===== src/rtl/spi_frame_slave_pkg.sv =====
// Shared constants and FSM state type for the SPI frame slave.
package spi_pkg;
  localparam int unsigned FRAME_BITS = 16;
  localparam int unsigned ERR_CNT_W  = 8;
  localparam logic [FRAME_BITS-1:0] NOP_WORD = 16'h0000;

  typedef enum logic [1:0] {IDLE, SHIFT, COMMIT, WAIT_CS} spi_state_t;
endpackage


===== src/rtl/spi_frame_slave_if.sv =====
// Pin and controller-side bundle of the SPI frame slave; frame_err/err_cnt exist
// only when SPI_FRAME_ERR_EN is defined.
interface spi_frame_slave_if;
  logic                            sclk;
  logic                            cs_n;
  logic                            mosi;
  logic                            miso;
  logic [spi_pkg::FRAME_BITS-1:0]  spi_data_tx;
  logic [spi_pkg::FRAME_BITS-1:0]  spi_data_rx;
  logic                            readBusy;
  logic                            writeBusy;
`ifdef SPI_FRAME_ERR_EN
  logic                            frame_err;
  logic [spi_pkg::ERR_CNT_W-1:0]   err_cnt;
`endif

  modport slave (
    input  sclk, cs_n, mosi, spi_data_tx,
`ifdef SPI_FRAME_ERR_EN
    output frame_err, err_cnt,
`endif
    output miso, spi_data_rx, readBusy, writeBusy
  );

  modport master (
    output sclk, cs_n, mosi, spi_data_tx,
`ifdef SPI_FRAME_ERR_EN
    input  frame_err, err_cnt,
`endif
    input  miso, spi_data_rx, readBusy, writeBusy
  );
endinterface


===== src/rtl/spi_frame_slave_sync.sv =====
// Multi-flop synchroniser with a trailing flop for single-cycle edge pulses.
module spi_sync #(
  parameter int unsigned STAGES   = 2,
  parameter logic        IDLE_LVL = 1'b0
) (
  input  logic clk,
  input  logic reset,
  input  logic din_i,
  output logic level_o,
  output logic rise_c_o,
  output logic fall_c_o
);
  logic [STAGES-1:0] sync_q;
  logic              dly_q;

  always_ff @(posedge clk) begin
    if (reset) begin
      sync_q <= {STAGES{IDLE_LVL}};
      dly_q  <= IDLE_LVL;
    end else begin
      sync_q <= {sync_q[STAGES-2:0], din_i};
      dly_q  <= sync_q[STAGES-1];
    end
  end

  assign level_o  = sync_q[STAGES-1];
  assign rise_c_o = sync_q[STAGES-1] & ~dly_q;
  assign fall_c_o = ~sync_q[STAGES-1] & dly_q;
endmodule


===== src/rtl/spi_frame_slave.sv =====
// Oversampling SPI mode-0 frame slave; SPI_FRAME_ERR_EN adds abort flag/counter.
module spi_frame_slave #(
  parameter int unsigned FRAME_BITS  = spi_pkg::FRAME_BITS,
  parameter int unsigned SYNC_STAGES = 2
) (
  input  logic                clk,
  input  logic                reset,
  spi_frame_slave_if.slave    bus
);
  import spi_pkg::*;

  localparam int unsigned CNT_W    = $clog2(FRAME_BITS + 1);
  localparam int unsigned SETTLE_W = $clog2(SYNC_STAGES + 2);
  localparam logic [CNT_W-1:0]    LAST_BIT = CNT_W'(FRAME_BITS - 1);
  localparam logic [SETTLE_W-1:0] SETTLED  = SETTLE_W'(SYNC_STAGES + 1);

  logic sclk_lvl, sclk_rise, sclk_fall;
  logic cs_lvl, cs_rise, cs_fall;
  logic [SYNC_STAGES-1:0] mosi_sync_q;
  logic mosi_s;
  logic unused_sclk_lvl;

  spi_sync #(.STAGES(SYNC_STAGES), .IDLE_LVL(1'b0)) u_sclk_sync (
    .clk(clk), .reset(reset), .din_i(bus.sclk),
    .level_o(sclk_lvl), .rise_c_o(sclk_rise), .fall_c_o(sclk_fall)
  );

  spi_sync #(.STAGES(SYNC_STAGES), .IDLE_LVL(1'b1)) u_cs_sync (
    .clk(clk), .reset(reset), .din_i(bus.cs_n),
    .level_o(cs_lvl), .rise_c_o(cs_rise), .fall_c_o(cs_fall)
  );

  assign unused_sclk_lvl = sclk_lvl;

  always_ff @(posedge clk) begin
    if (reset) mosi_sync_q <= '0;
    else       mosi_sync_q <= {mosi_sync_q[SYNC_STAGES-2:0], bus.mosi};
  end
  assign mosi_s = mosi_sync_q[SYNC_STAGES-1];

  spi_state_t            state_q, state_d;
  logic [CNT_W-1:0]      bit_cnt_q, bit_cnt_d;
  logic [FRAME_BITS-1:0] rx_shift_q, rx_shift_d;
  logic [FRAME_BITS-1:0] tx_shift_q, tx_shift_d;
  logic [FRAME_BITS-1:0] rx_data_q, rx_data_d;
  logic                  miso_q, miso_d;
  logic                  rbusy_q, rbusy_d;
  logic                  wbusy_q, wbusy_d;
  logic                  abort_q, abort_d;
  logic                  armed_q, armed_d;
  logic [SETTLE_W-1:0]   settle_q, settle_d;
`ifdef SPI_FRAME_ERR_EN
  logic                  frame_err_q, frame_err_d;
  logic [ERR_CNT_W-1:0]  err_cnt_q, err_cnt_d;
`endif

  always_ff @(posedge clk) begin
    if (reset) begin
      state_q     <= IDLE;
      bit_cnt_q   <= '0;
      rx_shift_q  <= '0;
      tx_shift_q  <= '0;
      rx_data_q   <= '0;
      miso_q      <= 1'b0;
      rbusy_q     <= 1'b0;
      wbusy_q     <= 1'b0;
      abort_q     <= 1'b0;
      armed_q     <= 1'b0;
      settle_q    <= '0;
`ifdef SPI_FRAME_ERR_EN
      frame_err_q <= 1'b0;
      err_cnt_q   <= '0;
`endif
    end else begin
      state_q     <= state_d;
      bit_cnt_q   <= bit_cnt_d;
      rx_shift_q  <= rx_shift_d;
      tx_shift_q  <= tx_shift_d;
      rx_data_q   <= rx_data_d;
      miso_q      <= miso_d;
      rbusy_q     <= rbusy_d;
      wbusy_q     <= wbusy_d;
      abort_q     <= abort_d;
      armed_q     <= armed_d;
      settle_q    <= settle_d;
`ifdef SPI_FRAME_ERR_EN
      frame_err_q <= frame_err_d;
      err_cnt_q   <= err_cnt_d;
`endif
    end
  end

  always_comb begin
    state_d     = state_q;
    bit_cnt_d   = bit_cnt_q;
    rx_shift_d  = rx_shift_q;
    tx_shift_d  = tx_shift_q;
    rx_data_d   = rx_data_q;
    miso_d      = miso_q;
    rbusy_d     = rbusy_q;
    wbusy_d     = wbusy_q;
    abort_d     = abort_q;
`ifdef SPI_FRAME_ERR_EN
    frame_err_d = 1'b0;
    err_cnt_d   = err_cnt_q;
`endif
    // Frames only start once cs_n has been seen high after the sync chain flushes,
    // so a frame interrupted by reset is ignored to its end.
    settle_d = (settle_q == SETTLED) ? settle_q : settle_q + SETTLE_W'(1);
    armed_d  = armed_q | ((settle_q == SETTLED) & cs_lvl);

    case (state_q)
      IDLE: begin
        if (armed_q && cs_fall) begin
          tx_shift_d = bus.spi_data_tx;
          miso_d     = bus.spi_data_tx[FRAME_BITS-1];
          wbusy_d    = 1'b1;
          rbusy_d    = 1'b1;
          bit_cnt_d  = '0;
          abort_d    = 1'b0;
          state_d    = SHIFT;
        end
      end
      SHIFT: begin
        if (sclk_rise) begin
          rx_shift_d = {rx_shift_q[FRAME_BITS-2:0], mosi_s};
          bit_cnt_d  = bit_cnt_q + CNT_W'(1);
        end
        if (sclk_fall) begin
          tx_shift_d = {tx_shift_q[FRAME_BITS-2:0], 1'b0};
          miso_d     = tx_shift_q[FRAME_BITS-2];
        end
        // A final sclk edge coincident with cs rising still completes the frame.
        if (sclk_rise && (bit_cnt_q == LAST_BIT)) begin
          state_d = COMMIT;
          abort_d = 1'b0;
        end else if (cs_rise) begin
          state_d = COMMIT;
          abort_d = 1'b1;
`ifdef SPI_FRAME_ERR_EN
          frame_err_d = 1'b1;
          err_cnt_d   = (err_cnt_q == '1) ? err_cnt_q : err_cnt_q + ERR_CNT_W'(1);
`endif
        end
      end
      COMMIT: begin
        rx_data_d = abort_q ? FRAME_BITS'(NOP_WORD) : rx_shift_q;
        state_d   = WAIT_CS;
      end
      WAIT_CS: begin
        rbusy_d = 1'b0;
        if (cs_lvl) begin
          wbusy_d = 1'b0;
          miso_d  = 1'b0;
          state_d = IDLE;
        end
      end
      default: state_d = IDLE;
    endcase
  end

  assign bus.miso        = miso_q;
  assign bus.spi_data_rx = rx_data_q;
  assign bus.readBusy    = rbusy_q;
  assign bus.writeBusy   = wbusy_q;
`ifdef SPI_FRAME_ERR_EN
  assign bus.frame_err   = frame_err_q;
  assign bus.err_cnt     = err_cnt_q;
`endif
endmodule


===== src/flat_wrapper.sv =====
// flat-port wrapper written by rule: the top's interface ports become plain ports
module spi_frame_slave_flat import spi_pkg::*;
#(
  parameter int unsigned FRAME_BITS  = spi_pkg::FRAME_BITS,
  parameter int unsigned SYNC_STAGES = 2
)
  (clk, reset, bus_sclk, bus_cs_n, bus_mosi, bus_spi_data_tx, bus_miso, bus_spi_data_rx, bus_readBusy, bus_writeBusy);
  spi_frame_slave_if bus_i ();
  input  logic clk;
  input  logic reset;
  input wire logic [$bits(bus_i.sclk)-1:0] bus_sclk;
  input wire logic [$bits(bus_i.cs_n)-1:0] bus_cs_n;
  input wire logic [$bits(bus_i.mosi)-1:0] bus_mosi;
  input wire logic [$bits(bus_i.spi_data_tx)-1:0] bus_spi_data_tx;
  output wire logic [$bits(bus_i.miso)-1:0] bus_miso;
  output wire logic [$bits(bus_i.spi_data_rx)-1:0] bus_spi_data_rx;
  output wire logic [$bits(bus_i.readBusy)-1:0] bus_readBusy;
  output wire logic [$bits(bus_i.writeBusy)-1:0] bus_writeBusy;
  assign bus_i.sclk = bus_sclk;
  assign bus_i.cs_n = bus_cs_n;
  assign bus_i.mosi = bus_mosi;
  assign bus_i.spi_data_tx = bus_spi_data_tx;
  assign bus_miso = bus_i.miso;
  assign bus_spi_data_rx = bus_i.spi_data_rx;
  assign bus_readBusy = bus_i.readBusy;
  assign bus_writeBusy = bus_i.writeBusy;
  spi_frame_slave #(.FRAME_BITS(FRAME_BITS), .SYNC_STAGES(SYNC_STAGES)) u_core (.clk(clk), .reset(reset), .bus(bus_i));
endmodule

===== config.mk =====
export PLATFORM = sky130hd
export DESIGN_NAME = spi_frame_slave_flat
export DESIGN_NICKNAME = d
export VERILOG_FILES = /design/src/rtl/spi_frame_slave_pkg.sv /design/src/rtl/spi_frame_slave_if.sv /design/src/rtl/spi_frame_slave_sync.sv /design/src/rtl/spi_frame_slave.sv /design/src/flat_wrapper.sv
export SDC_FILE = /design/constraint.sdc
export NUM_CORES = 1
export LEC_CHECK = 0
export CAP_MARGIN = 20
export CORE_MARGIN = 2
export CORE_UTILIZATION = 30
export CTS_CLUSTER_DIAMETER = 100
export DETAILED_ROUTE_END_ITERATION = 6
export DONT_BUFFER_PORTS = 1
export PLACE_DENSITY = 0.41
export SETUP_SLACK_MARGIN = 0.4
export SLEW_MARGIN = 10
export SYNTH_ARGS = -nofsm -noshare
export SYNTH_HDL_FRONTEND = slang
export SYNTH_HIERARCHICAL = 1
export SYNTH_SLANG_ARGS = --single-unit

===== constraint.sdc =====
create_clock -name clk -period 3.7 [get_ports clk]
set_clock_uncertainty 0.15 [all_clocks]
set_input_delay 0.37 -clock clk [delete_from_list [all_inputs] [get_ports clk]]
set_output_delay 0.37 -clock clk [all_outputs]
set_load 0.02 [all_outputs]

==> reports/results.tsv, run 1 <==
stage	metric	value	unit
sta	fmax	0.3953	GHz
grt	grt_remaining_overflow	0	
layout	seqCellArea	1381	um^2
synth	yosysTopAreaCell	dfxtp_1	
drt	vias	2115	
synth	ys_ff_latch	69	
drt	dr.first_iter.drc_count	120	
layout	nets	342	
run	drv_cap	0	
cts	htree_levels	3	
placement	gp_congestion	0.6839	
layout	utilization	35.05	%
synth	synth_area	2918	um^2
synth	synth.most_common_cell	dfxtp_1	
cts	cts_sinks	69	
sta	post-route-period-util	68.37	%
synth	synthCells	317	
placement	port_buffers	0	
synth	seq_area_frac_synth	47.34	%
cts	path_clk_slew	80	ps
layout	multi_input_area	1381	um^2
drt	drtPass1Iterations	4	
grt	grt_pass1_wl	10080	um
floorplanning	start_util	31.28	%
cts	cts_resized	0	
cts	clkLatencyLatePin	340	ps
synth	async_flop_share	0	%
pwr	vdd_drop_max	232.9	uV
setup_path	path_class	flip-flop to flip-flop	
sta	rsz0062_at_grt	no	
pwr	powerDensity	708.5	nW/um^2
grt	track_usage	12.53	%
floorplanning	io_pins	40	
drt	wl_per_cell	13.60	um
synth	yosys-top-cells-area	dfxtp_1, a21oi_1, mux2i_1, nor2b_1, nand2_1	
pwr	total_power	2.316	mW
setup_path	cp_max_fo	20	
floorplanning	die_area	10530	um^2
layout	drive_gt1_share	8.491	%
cts	ctsLongestPathBuffers	2	
synth	syn_avg_cell_area	9.204	um^2
synth	synth.net_count	346	
floorplanning	die_h	102.6	um
synth	netlist.area_leader.share	47.34	%
sta	slew_headroom	40.04	%
sta	report.final.hold_viol_count	0	
grt	antenna_found_initial	1	
setup_path	critPathArrivalTime	2570	ps
synth	synthDistinctLibCells	38	
synth	synth_common_cells	dfxtp_1, a21oi_1, nand2_1	
drt	drt-total-wl	6094	um
drt	drtAntennaViolNets	0	
sta	max_slew.worst_pin.slew	899.4	ps
cts	cts_tree	built	
floorplanning	rows	35	
run_status	status	finished, final reports clean	
pwr	p_leak	1.138	nW
sta	setup_viol	0	
synth	yosys_warnings	6	
worst_hold_path	min_path_type	input port to flip-flop	
placement	post-dp-hpwl	3638	um
floorplanning	die_w	102.6	um
synth	synth_edf_count	0	
setup_path	required	3740	ps
grt	grt_max_degree	66	
grt	grt_pass1_vias	2080	
sta	finalSetupTns	0	ps
sta	slew_violations	0	
cts	root_buffer	clkbuf_8	
layout	num-fill-cells	967	
sta	post-route-min-period	2530	ps
setup_path	crit_path_start_kind	flip-flop	
setup_path	end_kind	flip-flop	
cts	cts_buffers	9	
floorplanning	core_area	9328	um^2
layout	area_delta_synth_final	12.05	%
drt	via_per_inst	4.721	
synth	ys.flop_type	dfxtp_1	
drt	drcViolationCount	0	
==> cells in the final DEF (no fill, tap or decap), types with 2 or more instances in the layout <==
| cell type | count |
|---|---|
| a21oi_1 | 55 |
| dfxtp_1 | 69 |
| nor2_1 | 16 |
| clkbuf_8 | 10 |
| o31ai_1 | 2 |
| nor2b_1 | 24 |
| a211oi_1 | 17 |
| mux2i_1 | 19 |
| nand2_1 | 35 |
| inv_1 | 6 |
| dlygate4sd3_1 | 3 |
| nand3_1 | 5 |
| or2_1 | 3 |
| bufinv_16 | 3 |
| buf_4 | 2 |
| or3_1 | 3 |
| clkinvlp_4 | 2 |
| o21ai_0 | 5 |
| nand4b_1 | 3 |
| nand2b_1 | 8 |
| ha_1 | 8 |
==> through the flow <==
step,std cells,hold slack (ps),setup WS [ps],cell area [um^2]
floorplan,317,233.2,1798,2918
global placement,427,237.8,1206,2962
detailed placement,427,242.8,1161,2962
CTS,447,37.54,1148,3267
global route,448,39.99,929.6,3269
finish,448,59.69,1170,3269
==> critical path: stages (launching register included) <==
cell	delay [ps]
dfxtp_1	350
inv_1	100
ha_1	750
buf_4	360
mux2_4	410
a21oi_1	180
a211oi_1	60
==> routing by layer <==
metal / GRT usage (%) / share of wire [%] / up-vias
met5: 0 / 0 / -
met3: 3.864 / 4.4 / 9
li1: - / - / 1092
met2: 18.85 / 42 / 28
met1: 16.28 / 52 / 986
met4: 6.154 / 1.7 / 0
==> timing repair <==
action	CTS	global route
hold buffers	4	0
hold endpoints to repair	65	0
setup buffers	0	0
==> cell type report <==
class                           instances  share of cell area (%)
Antenna cell                            1                 0.07654
Clock buffer                           10                   4.210
Clock inverter                          6                   3.368
Inverter                                6                  0.6889
Multi-Input combinational cell        221                   42.25
Sequential cell                        69                   42.25
Tap cell                              129                   4.937
Timing Repair Buffer                    6                   2.220
==> kinds of logic after synthesis <==
kind of cell / synth area share (%)
compound gates: 17.54
simple gates: 18.65
mux: 7.418
fa+ha+maj: 3.431
flops: 47.34
xor+xnor: 0.3002
buf+inv: 5.317
==> state kept, by name (all words and copies together), names as in the netlist <==
signal / flops
u_core/u_sclk_sync/dly_q: 1
u_core/settle_q: 2
u_core/armed_q: 1
u_core/bus.miso: 1
u_core/mosi_sync_q: 2
u_core/tx_shift_q: 15
u_core/bus.writeBusy: 1
u_core/bus.readBusy: 1
u_core/u_cs_sync/sync_q: 2
u_core/state_q: 2
u_core/u_cs_sync/dly_q: 1
u_core/u_sclk_sync/sync_q: 2
u_core/rx_shift_q: 16
u_core/abort_q: 1
u_core/bus.spi_data_rx: 16
u_core/bit_cnt_q: 5
==> final timing paths <==
kind / cells after the start / startpoint / slack, ps / to
setup / recovery: 6 / u_core/state_q[1]$_SDFFE_PP0P_ / 1170 / u_core/tx_shift_q[9]$_SDFFE_PP0P_
hold reg to reg: 1 / u_core/u_cs_sync/sync_q[0]$_SDFF_PP1_ / 260 / u_core/u_cs_sync/sync_q[1]$_SDFF_PP1_
hold / removal: 2 / reset / 60 / u_core/state_q[1]$_SDFFE_PP0P_
setup reg to reg: 6 / u_core/state_q[1]$_SDFFE_PP0P_ / 1170 / u_core/tx_shift_q[9]$_SDFFE_PP0P_
==> report_power, final <==
| part | internal (mW) | switching [mW] |
|---|---|---|
| logic | 0.252 | 0.383 |
| registers | 0.849 | 0.0749 |
| clock network | 0.465 | 0.292 |
| total | 1.57 | 0.750 |
Power figures use the tool's default switching activity.
==> inputs of run 2 (changes only) <==
--- a/config.mk
+++ b/config.mk
@@ -11,7 +11,7 @@
 export CTS_CLUSTER_DIAMETER = 100
 export DETAILED_ROUTE_END_ITERATION = 6
 export DONT_BUFFER_PORTS = 1
-export PLACE_DENSITY = 0.41
+export PLACE_DENSITY = 0.42
 export SETUP_SLACK_MARGIN = 0.4
 export SLEW_MARGIN = 10
 export SYNTH_ARGS = -nofsm -noshare
==> constraint.sdc (replaced) <==
create_clock -name clk -period 2.21 [get_ports clk]
set_clock_uncertainty 0.15 [all_clocks]
set_input_delay 0.221 -clock clk [delete_from_list [all_inputs] [get_ports clk]]
set_output_delay 0.221 -clock clk [all_outputs]
set_load 0.02 [all_outputs]
==> run 2 against run 1 <==
Against the previous run:
- first-iteration DRC count decreased by 25%
- design area rose by 9.0%
- critical endpoint is now u_core/tx_shift_q[5]$_SDFFE_PP0P_
- sequential share of layout area is 3.2 points lower
- worst setup slack got worse by 710 ps
==> reports/results.tsv, run 2 (synthesized netlist as in run 1, its figures left out) <==
stage	metric	value	unit
layout	layout.cells.non_filler	474	
sta	setup_slack	462.7	ps
floorplanning	core_area	9328	um^2
pwr	vdd_drop_max	537.1	uV
worst_hold_path	min_path_type	input port to flip-flop	
placement	port_buffers	0	
floorplanning	rows	35	
floorplanning	die_area	10530	um^2
pwr	powerDensity	1110	nW/um^2
sta	slew_violations	0	
run_status	status	finished, final reports clean	
run	drv_cap	0	
layout	design_area	3565	um^2
cts	path_clk_slew	80	ps
sta	rsz0062_at_grt	yes	
pwr	combPwrFrac	34.5	%
sta	max_slew.worst_pin.slew	487.8	ps
layout	num-fill-cells	952	
sta	report.final.hold_viol_count	0	
sta	hold-worst-slack	31.61	ps
drt	drtPass1Iterations	4	
cts	clkLatencyLatePin	340	ps
floorplanning	start_util	31.28	%
cts	cts_buffers	9	
grt	grt_remaining_overflow	0	
drt	via_per_inst	4.696	
pwr	p_seq_share	39.3	%
drt	dr.first_iter.drc_count	90	
drt	drcViolationCount	0	
layout	drive_gt1_share	14.83	%
drt	vias	2226	
setup_path	cp_max_fo	14	
sta	setup_viol	0	
cts	cts_tree	built	
placement	pre_cts_slack	150.5	ps
drt	wl_per_cell	13.38	um
pwr	p_leak	1.245	nW
cts	htree_levels	3	
cts	cts_sinks	69	
grt	grt_pass1_vias	2197	
setup_path	required	2320	ps
placement	placed_area	3009	um^2
pwr	switching_share	34.49	%
layout	utilization	38.22	%
floorplanning	die_h	102.6	um
setup_path	path_class	flip-flop to flip-flop	
placement	post-dp-hpwl	3735	um
floorplanning	die_w	102.6	um
pwr	p_int	2.592	mW
setup_path	critPathArrivalTime	1850	ps
sta	post-route-period-util	79.06	%
layout	nets	368	
grt	grt_max_degree	73	
pwr	power_frac_clock	26.1	%
floorplanning	io_pins	40	
placement	dp.cells	431	
layout	mostFrequentLayoutCells	dfxtp_1, a21oi_1, nand2_1	
setup_path	end_kind	flip-flop	
cts	root_buffer	clkbuf_8	
cts	ctsLongestPathBuffers	2	
pwr	p_switching	1.364	mW
setup_path	crit_path_start_kind	flip-flop	
sta	fmax	0.5723	GHz
pwr	total_power	3.956	mW
layout	layout_commonest_cell	dfxtp_1	
placement	gp_congestion	0.6929	
sta	finalSetupTns	0	ps
grt	antenna_found_initial	1	
drt	drtAntennaViolNets	0	
layout	area_delta_synth_final	22.17	%
grt	track_usage	12.72	%
grt	grt_pass1_wl	10500	um
sta	post-route-min-period	1747	ps
sta	slew_headroom	67.33	%
drt	drt-total-wl	6340	um
run 2: layout make-up:
cell class / instances / area, um^2 / share of cell area [%]
Clock inverter: 7 / 73.82 / 2.071
Antenna cell: 1 / 2.502 / 0.07020
Tap cell: 129 / 161.4 / 4.528
Timing Repair Buffer: 31 / 316.6 / 8.880
Sequential cell: 69 / 1391 / 39.03
Clock buffer: 9 / 123.9 / 3.475
Multi-Input combinational cell: 222 / 1468 / 41.17
Inverter: 6 / 27.53 / 0.7722
run 2: timing repair:
item / CTS / global route
hold buffers: 19 / 0
endpoints found under the hold margin: 69 / 0
cloned: 0 / 1
pin swaps: 1 / 2
resized for setup: 12 / 14
endpoints found under the setup margin: 49 / 27
buffers inserted: 2 / 4
run 2: power groups by stage:
stage	sequential, mW	clock [mW]	combinational, mW
after floorplan	1.55	0	0.997
after global placement	1.58	0	1.09
after detailed placement	1.58	0	1.10
after CTS	1.55	1.08	1.23
after global routing	1.58	1.14	1.50
final	1.56	1.03	1.37
run 2: path summary, 6_finish.rpt:
path                                           end  cells past startpoint  slack, ps                                  start
min                   u_core/bus.miso$_SDFFE_PP0P_                      2         30                                  reset
max reg2reg      u_core/tx_shift_q[5]$_SDFFE_PP0P_                      6        460         u_core/state_q[0]$_SDFFE_PP0P_
min reg2reg  u_core/u_cs_sync/sync_q[1]$_SDFF_PP1_                      1        260  u_core/u_cs_sync/sync_q[0]$_SDFF_PP1_
max              u_core/tx_shift_q[5]$_SDFFE_PP0P_                      6        460         u_core/state_q[0]$_SDFFE_PP0P_
run 2: worst max-delay path, cell delays in order, from the launching register on:
cell	delay, ps
dfxtp_4	370
buf_4	120
ha_4	180
buf_4	120
mux2i_1	320
nor2_4	140
a211oi_1	240
run 2: layer usage:
metal	share of wire, %	vias to the layer above	GRT usage, %
met3	4.6	10	4.610
met2	48	42	20.71
met5	0	-	0
met1	46	1034	15.61
met4	1.4	0	4.308
li1	-	1140	-
==> inputs of run 3 (changes only) <==
==> constraint.sdc (replaced) <==
create_clock -name clk -period 1.6 [get_ports clk]
set_clock_uncertainty 0.15 [all_clocks]
set_input_delay 0.16 -clock clk [delete_from_list [all_inputs] [get_ports clk]]
set_output_delay 0.16 -clock clk [all_outputs]
set_load 0.02 [all_outputs]
==> run 3 against run 2 <==
Against the previous run:
- the flow now finishes with violations (negative hold slack, negative setup slack)
- sequential share of layout area shrank 7.3 points
- total power grew 68%
- flip-flop and latch count is the same
- first-iteration DRC count grew 22%
- count of clock-buffer cells in the layout grew 2
- clock power grew 50%
- critical path depth shrank 1
- global-route usage grew 2.6 points
- largest cell class unchanged
- die area is the same
- wire length grew 23%
- register-to-register slack lost 560 ps
- largest power group is now combinational logic
- via count grew 6.6%
==> reports/results.tsv, run 3 (synthesized netlist as in run 1, its figures left out) <==
stage	metric	value	unit
cts	root_buffer	clkbuf_8	
sta	post-route-min-period	1697	ps
setup_path	required	1690	ps
worst_hold_path	whs_path_depth	1	
pwr	powerDensity	1506	nW/um^2
setup_path	cp_max_fo	6	
sta	slew_violations	0	
floorplanning	die_w	102.6	um
placement	pre_cts_slack	-271.8	ps
floorplanning	io_pins	40	
pwr	p_leak	1.633	nW
setup_path	crit_path_start_kind	flip-flop	
grt	antenna_found_initial	1	
sta	post-route-period-util	106.1	%
layout	utilization	47.20	%
layout	num-fill-cells	874	
run_status	violations	negative hold slack, negative setup slack	
drt	drt-total-wl	7811	um
pwr	total_power	6.632	mW
setup_path	ff2ff_path_depth	5	
drt	drtPass1Iterations	4	
grt	grt_pass1_vias	2382	
layout	drive_gt1_share	48.09	%
sta	slew_headroom	74.52	%
pwr	vdd_drop_max	698.6	uV
sta	hold-worst-slack	-274.7	ps
floorplanning	start_util	31.28	%
drt	drcViolationCount	0	
sta	max_slew.worst_pin.slew	381.2	ps
floorplanning	die_h	102.6	um
layout	mostFrequentLayoutCells	dfxtp_1, a21oi_2, buf_4	
setup_path	critPathArrivalTime	1780	ps
layout	layout_commonest_cell	dfxtp_1	
placement	dp.cells	448	
placement	port_buffers	0	
floorplanning	rows	35	
grt	grt_max_degree	74	
setup_path	path_class	flip-flop to flip-flop	
layout	area_delta_synth_final	50.90	%
run	drv_cap	0	
cts	cts_tree	built	
drt	dr.first_iter.drc_count	110	
grt	grt_pass1_wl	12380	um
cts	cts_sinks	69	
sta	setup_viol	29	
worst_hold_path	min_path_type	input port to flip-flop	
layout	layout.cells.non_filler	496	
drt	drtAntennaViolNets	0	
cts	ctsLongestPathBuffers	2	
grt	track_usage	15.35	%
cts	htree_levels	3	
sta	rsz0062_at_grt	yes	
cts	cts_buffers	9	
cts	path_clk_slew	70	ps
cts	clkLatencyLatePin	340	ps
floorplanning	die_area	10530	um^2
placement	post-dp-hpwl	4246	um
layout	nets	390	
run_status	status	finished with violations	
grt	grt_remaining_overflow	0	
cts	cts.hold.buffers_added	3	
floorplanning	core_area	9328	um^2
drt	wl_per_cell	15.75	um
setup_path	ff2ff_setup_slack	-100	ps
placement	gp_congestion	0.7400	
sta	report.final.hold_viol_count	67	
sta	setup_slack	-96.87	ps
setup_path	end_kind	flip-flop	
drt	vias	2374	
sta	fmax	0.5893	GHz
drt	via_per_inst	4.786	
==> run 3: changes by cell type in the layout (fill, tap and decap cells not counted), sizes merged <==
cell and delta:
clkbuf +4, mux2 -1, buf +36, clkinv -1
dlygate4sd3 -15, inv -1
==> run 3: layout make-up <==
| class | count | area [um^2] | area share (%) |
|---|---|---|---|
| antenna | 1 | 2.502 | 0.05683 |
| clock inverter | 5 | 56.30 | 1.279 |
| timing repair buffer | 54 | 670.6 | 15.23 |
| clock buffer | 11 | 162.7 | 3.694 |
| sequential | 69 | 1396 | 31.71 |
| tap | 129 | 161.4 | 3.666 |
| multi-input combinational | 221 | 1926 | 43.73 |
| inverter | 6 | 27.53 | 0.6252 |
==> run 3: timing repair <==
action	4_1_cts	5_1_grt
cloned	4	2
endpoints found under the setup margin	58	59
pin swaps	16	24
resized for setup	79	54
hold endpoints to repair	69	67
buffers inserted	18	4
==> run 3: through the flow <==
stage	hold slack (ps)	TNS (ps)	cell area (um^2)
3_3_place_gp	86.37	-5803	3286
4_1_cts	-302.5	-749.8	4108
2_1_floorplan	81.61	-35.72	3108
3_5_place_dp	84.10	-6067	3286
5_1_grt	-297.5	-3264	4403
6_report	-274.7	-756.9	4403
==> run 3: critical path, stage by stage (launching register included) <==
cell	delay (ps)
dfxtp_4	360
buf_6	120
ha_4	180
or2_4	240
a211oi_4	220
mux2_4	320
==> run 3: worst paths after layout <==
| kind | from | end |
|---|---|---|
| min | reset | u_core/bus.spi_data_rx[6]$_SDFFE_PP0P_ |
| min reg2reg | u_core/u_cs_sync/sync_q[0]$_SDFF_PP1_ | u_core/u_cs_sync/sync_q[1]$_SDFF_PP1_ |
| max reg2reg | u_core/state_q[0]$_SDFFE_PP0P_ | u_core/bus.miso$_SDFFE_PP0P_ |
| max | u_core/state_q[0]$_SDFFE_PP0P_ | u_core/bus.miso$_SDFFE_PP0P_ |
==> run 3: report_power, final <==
part | total (mW) | internal [mW] | switching (mW)
combinational | 2.90 | 1.52 | 1.37
sequential | 2.19 | 1.97 | 0.218
clock | 1.54 | 0.854 | 0.690
total | 6.63 | 4.35 | 2.28
==> run 3: per-layer routing <==
metal  vias to the layer above  global-route usage, %  routed length [um]
li1                       1190                      -                   -
met1                      1146                  21.49                3921
met2                        30                  22.67                3552
met3                         8                  4.068                 259
met4                         0                  5.538                  78
met5                         -                      0                   0
